===== src/rtl/bf_pkg.sv =====
// Shared opcode encoding, controller states and defaults for the Brainfuck
// branch controller.
package bf_pkg;

  localparam int PC_W_DEFAULT = 16;

  localparam logic [2:0] OP_INC   = 3'b000;
  localparam logic [2:0] OP_DEC   = 3'b001;
  localparam logic [2:0] OP_RIGHT = 3'b010;
  localparam logic [2:0] OP_LEFT  = 3'b011;
  localparam logic [2:0] OP_LOOP  = 3'b100;
  localparam logic [2:0] OP_END   = 3'b101;
  localparam logic [2:0] OP_OUT   = 3'b110;
  localparam logic [2:0] OP_IN    = 3'b111;

  typedef enum logic [1:0] {
    EXEC     = 2'd0,
    SCAN_FWD = 2'd1,
    SCAN_BWD = 2'd2,
    ERROR    = 2'd3
  } state_t;

endpackage


===== src/rtl/bf_depth_counter.sv =====
// Bracket nesting-depth counter: load-to-one, increment, decrement, with
// "at one" (next decrement reaches zero) and "full" (increment would overflow) flags.
module bf_depth_counter #(
  parameter int DEPTH_W = 8
) (
  input  logic               clk,
  input  logic               rst_n,
  input  logic               i_load1,
  input  logic               i_inc,
  input  logic               i_dec,
  output logic [DEPTH_W-1:0] o_depth,
  output logic               o_last,
  output logic               o_full
);

  localparam logic [DEPTH_W-1:0] DEPTH_ONE = {{(DEPTH_W-1){1'b0}}, 1'b1};

  logic [DEPTH_W-1:0] r_depth;

  always_ff @(posedge clk or negedge rst_n) begin
    if (!rst_n) begin
      r_depth <= '0;
    end else if (i_load1) begin
      r_depth <= DEPTH_ONE;
    end else if (i_inc) begin
      r_depth <= r_depth + DEPTH_ONE;
    end else if (i_dec) begin
      r_depth <= r_depth - DEPTH_ONE;
    end
  end

  assign o_depth = r_depth;
  assign o_last  = (r_depth == DEPTH_ONE);
  assign o_full  = &r_depth;

endmodule


===== src/rtl/bf_branch_ctrl.sv =====
// Brainfuck branch controller: issues data ops over valid/ready and resolves
// [ / ] by scanning one instruction per cycle, emitting a Mealy PC delta.
module bf_branch_ctrl
  import bf_pkg::*;
#(
  parameter int PC_W    = PC_W_DEFAULT,
  parameter int DEPTH_W = 8
) (
  input  logic               clk,
  input  logic               rst_n,
  input  logic               i_run,
  input  logic [2:0]         i_op,
  input  logic               i_cell_zero,
  input  logic               i_exec_ready,
  output logic [PC_W-1:0]    o_pc_delta,
  output logic               o_exec_valid,
  output logic [2:0]         o_exec_op,
  output logic               o_scanning,
  output logic               o_error,
  output state_t             o_state,
  output logic [DEPTH_W-1:0] o_depth
);

  // Handshake: an op transfers in a cycle where o_exec_valid and i_exec_ready
  // are both high; while valid and not ready, the PC holds and the op stays.
  localparam logic [PC_W-1:0] PC_INC  = {{(PC_W-1){1'b0}}, 1'b1};
  localparam logic [PC_W-1:0] PC_DEC  = '1;
  localparam logic [PC_W-1:0] PC_HOLD = '0;

  state_t          r_state;
  state_t          w_next;
  logic            r_error;
  logic [PC_W-1:0] w_pc_delta;
  logic            w_exec_valid;
  logic            w_load1;
  logic            w_inc;
  logic            w_dec;
  logic            w_err_set;
  logic            w_last;
  logic            w_full;

  bf_depth_counter #(.DEPTH_W(DEPTH_W)) u_depth (
    .clk     (clk),
    .rst_n   (rst_n),
    .i_load1 (w_load1),
    .i_inc   (w_inc),
    .i_dec   (w_dec),
    .o_depth (o_depth),
    .o_last  (w_last),
    .o_full  (w_full)
  );

  always_ff @(posedge clk or negedge rst_n) begin
    if (!rst_n) begin
      r_state <= EXEC;
      r_error <= 1'b0;
    end else begin
      r_state <= w_next;
      r_error <= r_error | w_err_set;
    end
  end

  // Reset is folded in so the outputs are quiet while rst_n is low.
  always_comb begin
    w_next       = r_state;
    w_pc_delta   = PC_HOLD;
    w_exec_valid = 1'b0;
    w_load1      = 1'b0;
    w_inc        = 1'b0;
    w_dec        = 1'b0;
    w_err_set    = 1'b0;
    if (rst_n && i_run) begin
      case (r_state)
        EXEC: begin
          if (i_op == OP_LOOP) begin
            w_pc_delta = PC_INC;
            if (i_cell_zero) begin
              w_next  = SCAN_FWD;
              w_load1 = 1'b1;
            end
          end else if (i_op == OP_END) begin
            if (!i_cell_zero) begin
              w_pc_delta = PC_DEC;
              w_next     = SCAN_BWD;
              w_load1    = 1'b1;
            end else begin
              w_pc_delta = PC_INC;
            end
          end else begin
            w_exec_valid = 1'b1;
            if (i_exec_ready) w_pc_delta = PC_INC;
          end
        end
        SCAN_FWD: begin
          // An overflowing bracket leaves the PC parked on the offending op.
          if (i_op == OP_LOOP && w_full) begin
            w_err_set = 1'b1;
            w_next    = ERROR;
          end else begin
            w_pc_delta = PC_INC;
            if (i_op == OP_LOOP) begin
              w_inc = 1'b1;
            end else if (i_op == OP_END) begin
              w_dec = 1'b1;
              if (w_last) w_next = EXEC;
            end
          end
        end
        SCAN_BWD: begin
          if (i_op == OP_END && w_full) begin
            w_err_set = 1'b1;
            w_next    = ERROR;
          end else if (i_op == OP_END) begin
            w_inc      = 1'b1;
            w_pc_delta = PC_DEC;
          end else if (i_op == OP_LOOP) begin
            w_dec = 1'b1;
            if (w_last) begin
              w_pc_delta = PC_INC;
              w_next     = EXEC;
            end else begin
              w_pc_delta = PC_DEC;
            end
          end else begin
            w_pc_delta = PC_DEC;
          end
        end
        default: begin
          w_next = r_state;
        end
      endcase
    end
  end

  assign o_pc_delta   = w_pc_delta;
  assign o_exec_valid = w_exec_valid;
  assign o_exec_op    = i_op;
  assign o_scanning   = (r_state == SCAN_FWD) || (r_state == SCAN_BWD);
  assign o_error      = r_error;
  assign o_state      = r_state;

endmodule

===== config.mk =====
export PLATFORM = sky130hd
export DESIGN_NAME = bf_branch_ctrl
export DESIGN_NICKNAME = d
export VERILOG_FILES = /design/src/rtl/bf_pkg.sv /design/src/rtl/bf_depth_counter.sv /design/src/rtl/bf_branch_ctrl.sv
export SDC_FILE = /design/constraint.sdc
export NUM_CORES = 1
export LEC_CHECK = 0
export CORE_MARGIN = 2
export CORE_UTILIZATION = 50
export DETAILED_ROUTE_END_ITERATION = 16
export PLACE_DENSITY = 0.82
export SYNTH_ARGS = -nofsm -noshare
export SYNTH_HDL_FRONTEND = slang
export SYNTH_SLANG_ARGS = --single-unit

===== constraint.sdc =====
create_clock -name clk -period 3.45 [get_ports clk]
set_clock_uncertainty 0.2 [all_clocks]
set_input_delay 0.345 -clock clk [delete_from_list [all_inputs] [get_ports clk]]
set_output_delay 0.345 -clock clk [all_outputs]
set_load 0.1 [all_outputs]

==> impl_metrics.env, run 1 <==
export IMPL_ir_drop_mv=0.823
export IMPL_crit_required_ns=2.90
export IMPL_grt_pass1_wl_mm=5.25
export IMPL_cts_hold_buf=0
export IMPL_power_internal_mw=0.585
export IMPL_synth_xor_area_share=0.0140
export IMPL_diodes=0
export IMPL_die_area_sq_um=2920
export IMPL_synthToLayoutAreaGrowth_pct=38.0
export IMPL_synth_async_sr_flop_share=1.00
export IMPL_hold_viol=0
export IMPL_vias=1279
export IMPL_finalCritPeriodShare=0.885
export IMPL_cts_tree="yes"
export IMPL_yosysSeqAreaShare=0.220
export IMPL_combPwrFrac=0.792
export IMPL_grt_antenna_before_repair=0
export IMPL_highest_layer="met4"
export IMPL_cp_common_cell="buf_12"
export IMPL_min_path_type="input port to asynchronous set/reset pin"
export IMPL_maxSlewViolCount=0
export IMPL_dr_wl_met2_mm=1.57
export IMPL_seq_power_share=0.153
export IMPL_cts_resized=0
export IMPL_final_cell_mix="18 x clkdlybuf4s50_1, 17 x buf_12, 10 x nand2_1"
export IMPL_status="complete, no violations"
export IMPL_crit_slowest_cell="dfrtp_2"
export IMPL_worstSetupStartpointType="register"
export IMPL_fin_setup_tns_ns=0
export IMPL_initial_core_util=0.515
export IMPL_postCtsSetupBuffers=0
export IMPL_grt_max_degree=16
export IMPL_io_buffers=39
export IMPL_timing_final_crit_period_ns=3.05
export IMPL_power_density_nw_per_um2=942
export IMPL_io_pins=40
export IMPL_fp_dieW_microns=54.1
export IMPL_path_max_fanout=15
export IMPL_critPathMaxStageDelay_ns=0.45
export IMPL_rsz0062_at_grt="no"
export IMPL_fmax_mhz=328
export IMPL_tightest_slew_ns=0.977
export IMPL_cellLeakagePower_nw=0.711
export IMPL_synth_compound_area_share=0.212
export IMPL_wl_met1_mm=1.30
export IMPL_synthCells=152
export IMPL_drive_gt1_frac=0.247
export IMPL_clk_pin_slew_ns=0.07
export IMPL_rows=18
export IMPL_clockBufferDepth=2
export IMPL_drt_pass1_iter_count=4
export IMPL_synth_main_ff_cell="dfrtp_1"
export IMPL_globalplace_congestion=0.959
export IMPL_critPathKind="register to primary output"
export IMPL_nFillCells=176
export IMPL_clkPwrFrac=0.055
export IMPL_clock_sinks=11
export IMPL_chipHeight_microns=54.1
export IMPL_cp_cell_sequence="ha_1 > nand4_2 > nor2_2 > mux2i_1 > o21ai_0 > a21oi_4 > buf_12 > buf_12"
export IMPL_overflow=0
export IMPL_cts_buffers=3
export IMPL_synth_nets=167
export IMPL_synthAdderAreaFrac=0.0699
export IMPL_grt_usage=0.247
export IMPL_coreArea_sq_um=2430
export IMPL_ant_nets=0
export IMPL_yosys_area_share_simple=0.265
export IMPL_ys_types=52
export IMPL_grt_pass1_vias=1165
export IMPL_synth_edf_count=0
export IMPL_final_common_cell="clkdlybuf4s50_1"
export IMPL_setup_viol=0
export IMPL_insertion_delay_ns=0.27
export IMPL_cts_root_buf="clkbuf_4"
export IMPL_wl_per_cell_microns=15.8
export IMPL_path_delay_family="simple AND/OR/NAND/NOR gates"
export IMPL_critPathCaptureType="primary output"
export IMPL_synth_top_family_by_area="simple AND/OR/NAND/NOR gates"
export IMPL_yosys_register_bits=11
export IMPL_nets=190
export IMPL_drc_errors=0
export IMPL_muxShareOfSynthArea=0.0539
export IMPL_maxSlewHeadroom=0.347
export IMPL_maxCapViolCount=0
export IMPL_drt_initial_drc_count=79
export IMPL_htree_num_levels=1
export IMPL_worst_path_buf_inv=2
export IMPL_synth_area_sq_um=1250
export IMPL_vias_per_cell=6.27
export IMPL_p_sw_mw=1.04
export IMPL_placed_area_sq_um=1700
export IMPL_drt_total_wl_mm=3.23
export IMPL_dp_hpwl_mm=2.46
export IMPL_switching_share=0.641
export IMPL_critical_path_arrival_ns=2.51
export IMPL_synth_warning_count=0
export IMPL_stdcell_area_sq_um=1730
export IMPL_dr_wl_met3_microns=278
export IMPL_syn_avg_cell_area_sq_um=8.25
## per-stage QoR
| stage | util | cells | worst slack [ns] | total power [mW] | hold WS [ns] |
|---|---|---|---|---|---|
| global route | 0.711 | 204 | 0.248 | 1.70 | 0.0572 |
| floorplan | - | 152 | 0.00954 | 1.23 | -0.151 |
| global placement | 0.701 | 200 | 0.574 | 1.51 | 0.246 |
| CTS | 0.711 | 204 | 0.436 | 1.62 | 0.0596 |
| detailed placement | 0.701 | 200 | 0.518 | 1.53 | 0.265 |
| finish | 0.711 | 204 | 0.397 | 1.63 | 0.0599 |
## state kept, by name, indices dropped and copies added, names as in the netlist
name and count:
u_depth.o_depth 8, o_state 2, o_error 1
## power by group through the flow
| stage | Combinational, mW | Sequential, mW | Clock, mW |
|---|---|---|---|
| 5_1_grt | 1.34 | 0.259 | 0.0993 |
| 2_1_floorplan | 0.691 | 0.537 | 0 |
| 3_3_place_gp | 1.27 | 0.247 | 0 |
| 4_1_cts | 1.28 | 0.248 | 0.0914 |
| 6_report | 1.29 | 0.250 | 0.0891 |
| 3_5_place_dp | 1.28 | 0.250 | 0 |
## worst reg2reg max path: stages, from the launching register on
cell	delay, ns
dfrtp_1	0.41
inv_1	0.13
ha_1	0.33
mux2_4	0.22
and4_4	0.34
a221oi_1	0.11
or3_1	0.33
a32o_1	0.25
## routing by layer
metal / up-vias / track usage
met3: 9 / 0.0222
met2: 89 / 0.411
met4: 0 / 0.154
met5: - / 0
met1: 584 / 0.306
li1: 597 / -
## cell families (layout without fill, tap and decap cells)
group / after synthesis / after routing
XOR/XNOR: 2 / 2
adder cells (fa/ha/maj): 7 / 7
AO/OA/AOI/OAI: 37 / 37
buffers and inverters: 31 / 53
AND/OR/NAND/NOR: 58 / 58
multiplexers: 6 / 6
flip-flops: 11 / 11
## worst paths after layout
check / from / endpoint / slack, ns / cells past startpoint
max in group asynchronous: rst_n / u_depth.o_depth[0]$_DFFE_PN0P_ / 2.60 / 2
worst max register to register: o_state[1]$_DFFE_PN0P_ / u_depth.o_depth[5]$_DFFE_PN0P_ / 1.03 / 7
worst min-delay path: rst_n / o_state[0]$_DFFE_PN0P_ / 0.06 / 1
min in group clk: o_error$_DFF_PN0_ / o_error$_DFF_PN0_ / 0.28 / 1
worst min register to register: o_error$_DFF_PN0_ / o_error$_DFF_PN0_ / 0.28 / 1
worst max-delay path: u_depth.o_depth[0]$_DFFE_PN0P_ / o_pc_delta[8] / 0.40 / 8
## cell type report
cell class	count	area (sq um)	share of cell area
clock buffer	4	26.3	0.0152
inverter	7	26.3	0.0152
timing repair buffer	42	573	0.331
multi-input combinational	110	788	0.456
tap	30	37.5	0.0217
sequential	11	279	0.161
## Yosys cell counts, drive strengths merged (2+ instances only)
cell	number	share of area
a21oi	9	0.036
a221o	2	0.016
a221oi	3	0.031
and2	2	0.010
and3	2	0.010
and4	2	0.016
buf	23	0.14
dfrtp	11	0.22
ha	7	0.070
inv	7	0.021
mux2	3	0.030
mux2i	3	0.024
nand2	10	0.030
nand2b	2	0.010
nand3	5	0.020
nand3b	2	0.012
nand4	7	0.045
nor2	7	0.023
nor2b	2	0.010
nor3	8	0.032
nor4	3	0.015
o21a	2	0.012
o21ai	7	0.028
o22ai	3	0.015
or3	3	0.015
No activity file was read; power rests on OpenSTA's default activity.
==> run 2, diff against run 1 <==
--- a/config.mk
+++ b/config.mk
@@ -5,7 +5,6 @@
 export SDC_FILE = /design/constraint.sdc
 export NUM_CORES = 1
 export LEC_CHECK = 0
-export CORE_MARGIN = 2
 export CORE_UTILIZATION = 50
 export DETAILED_ROUTE_END_ITERATION = 16
 export PLACE_DENSITY = 0.82
==> run 2 against run 1 <==
Core utilization up 4.1 points. Setup slack improved by 0.055 ns. Via count is 3.0% lower. Count of clock-buffer cells in the layout did not move. Flip-flop and latch count stayed put. Clock power grew 9.0%. Die area decreased by 7.3%. Global-route usage grew 3.6 points. Critical path depth down 1. Combinational power barely moved. Power up 0.73%.
==> impl_metrics.env, run 2 (synthesis results as in run 1) <==
export IMPL_worstSetupStartpointType="register"
export IMPL_cts_resized=0
export IMPL_cts_root_buf="clkbuf_4"
export IMPL_nFillCells=164
export IMPL_nets=190
export IMPL_drt_initial_drc_count=44
export IMPL_final_cells=202
export IMPL_vias_per_cell=6.14
export IMPL_critical_path_arrival_ns=2.45
export IMPL_rows=17
export IMPL_hold_ws_ns=0.234
export IMPL_clockBufferDepth=2
export IMPL_grt_usage=0.283
export IMPL_io_pins=40
export IMPL_timing_final_crit_period_ns=3.00
export IMPL_dp_hpwl_mm=2.56
export IMPL_grt_antenna_before_repair=0
export IMPL_largest_register_ffs=8
export IMPL_tightest_slew_ns=0.969
export IMPL_cts_buffers=3
export IMPL_maxSlewViolCount=0
export IMPL_clock_sinks=11
export IMPL_synthToLayoutAreaGrowth_pct=37.8
export IMPL_initial_core_util=0.546
export IMPL_finalCritPeriodShare=0.869
export IMPL_power_density_nw_per_um2=950
export IMPL_clk_pin_slew_ns=0.08
export IMPL_overflow=0
export IMPL_htree_num_levels=1
export IMPL_critPathKind="register to primary output"
export IMPL_status="complete, no violations"
export IMPL_hold_viol=0
export IMPL_grt_pass1_vias=1159
export IMPL_vias=1241
export IMPL_fp_dieW_microns=52.1
export IMPL_cts_tree="yes"
export IMPL_fin_setup_tns_ns=0
export IMPL_drt_total_wl_mm=3.33
export IMPL_insertion_delay_ns=0.28
export IMPL_setup_viol=0
export IMPL_cellLeakagePower_nw=0.711
export IMPL_drive_gt1_frac=0.247
export IMPL_die_area_sq_um=2710
export IMPL_min_path_type="input port to asynchronous set/reset pin"
export IMPL_chipHeight_microns=52.1
export IMPL_globalplace_congestion=0.995
export IMPL_coreArea_sq_um=2300
export IMPL_rsz0062_at_grt="no"
export IMPL_io_buffers=39
export IMPL_ir_drop_mv=0.789
export IMPL_final_common_cell="clkdlybuf4s50_1"
export IMPL_fmax_mhz=334
export IMPL_maxCapViolCount=0
export IMPL_final_cell_mix="18 x clkdlybuf4s50_1, 17 x buf_12, 10 x nand2_1"
export IMPL_dp_cells=198
export IMPL_ant_nets=0
export IMPL_maxSlewHeadroom=0.352
export IMPL_drc_errors=0
export IMPL_critPathCaptureType="primary output"
export IMPL_postCtsSetupBuffers=0
export IMPL_drt_pass1_iter_count=6
export IMPL_wl_per_cell_microns=16.5
export IMPL_crit_required_ns=2.90
export IMPL_path_max_fanout=15
export IMPL_fin_util=0.752
export IMPL_diodes=0
export IMPL_cts_hold_buf=0
export IMPL_grt_pass1_wl_mm=5.71
export IMPL_grt_max_degree=16
## run 2: cell counts in the layout (fill, tap and decap cells not counted)
No cell type changed its count.
## run 2: critical path: stages (launching register included)
cell and delay, ns:
dfrtp_1 0.48, nor3_1 0.44, and4_1 0.33, mux2i_1 0.08, o21ai_0 0.36, a21oi_4 0.11, buf_12 0.19, buf_12 0.18
## run 2: stage by stage
step / total power, mW / instance area [sq um] / setup WS (ns)
finish: 1.64 / 1730 / 0.452
detailed placement: 1.54 / 1700 / 0.511
floorplan: 1.23 / 1270 / 0.00954
CTS: 1.64 / 1730 / 0.489
global placement: 1.52 / 1700 / 0.581
global route: 1.71 / 1730 / 0.288
## run 2: where the power goes
part	internal, mW	total, mW	switching [mW]
logic	0.369	1.29	0.926
registers	0.173	0.250	0.0770
clock network	0.0449	0.0971	0.0521
total	0.586	1.64	1.06
## run 2: worst paths after layout
| kind | cells past startpoint | slack (ns) | endpoint | startpoint |
|---|---|---|---|---|
| worst max-delay path | 7 | 0.45 | o_pc_delta[13] | u_depth.o_depth[2]$_DFFE_PN0P_ |
| worst min-delay path | 2 | 0.23 | u_depth.o_depth[4]$_DFFE_PN0P_ | rst_n |
| worst min register to register | 1 | 0.26 | o_error$_DFF_PN0_ | o_error$_DFF_PN0_ |
| worst max register to register | 7 | 1.01 | u_depth.o_depth[5]$_DFFE_PN0P_ | o_state[1]$_DFFE_PN0P_ |
| max in group asynchronous | 2 | 2.65 | u_depth.o_depth[1]$_DFFE_PN0P_ | rst_n |
| min in group clk | 1 | 0.26 | o_error$_DFF_PN0_ | o_error$_DFF_PN0_ |
## run 2: layout make-up
cell class | count | area, sq um | area share
clock buffers | 4 | 26.3 | 0.0152
inverters | 7 | 26.3 | 0.0152
multi-input cells | 110 | 788 | 0.456
flip-flops and latches | 11 | 279 | 0.161
well taps | 28 | 35.0 | 0.0203
repair buffers | 42 | 573 | 0.332
## run 2: layer usage
metal  GRT usage  up-vias  routed length [microns]
met5           0        -                        0
met4       0.113        0                       49
met3      0.0234        4                      197
met2       0.485       53                     1680
met1       0.362      587                     1390
li1            -      597                        -
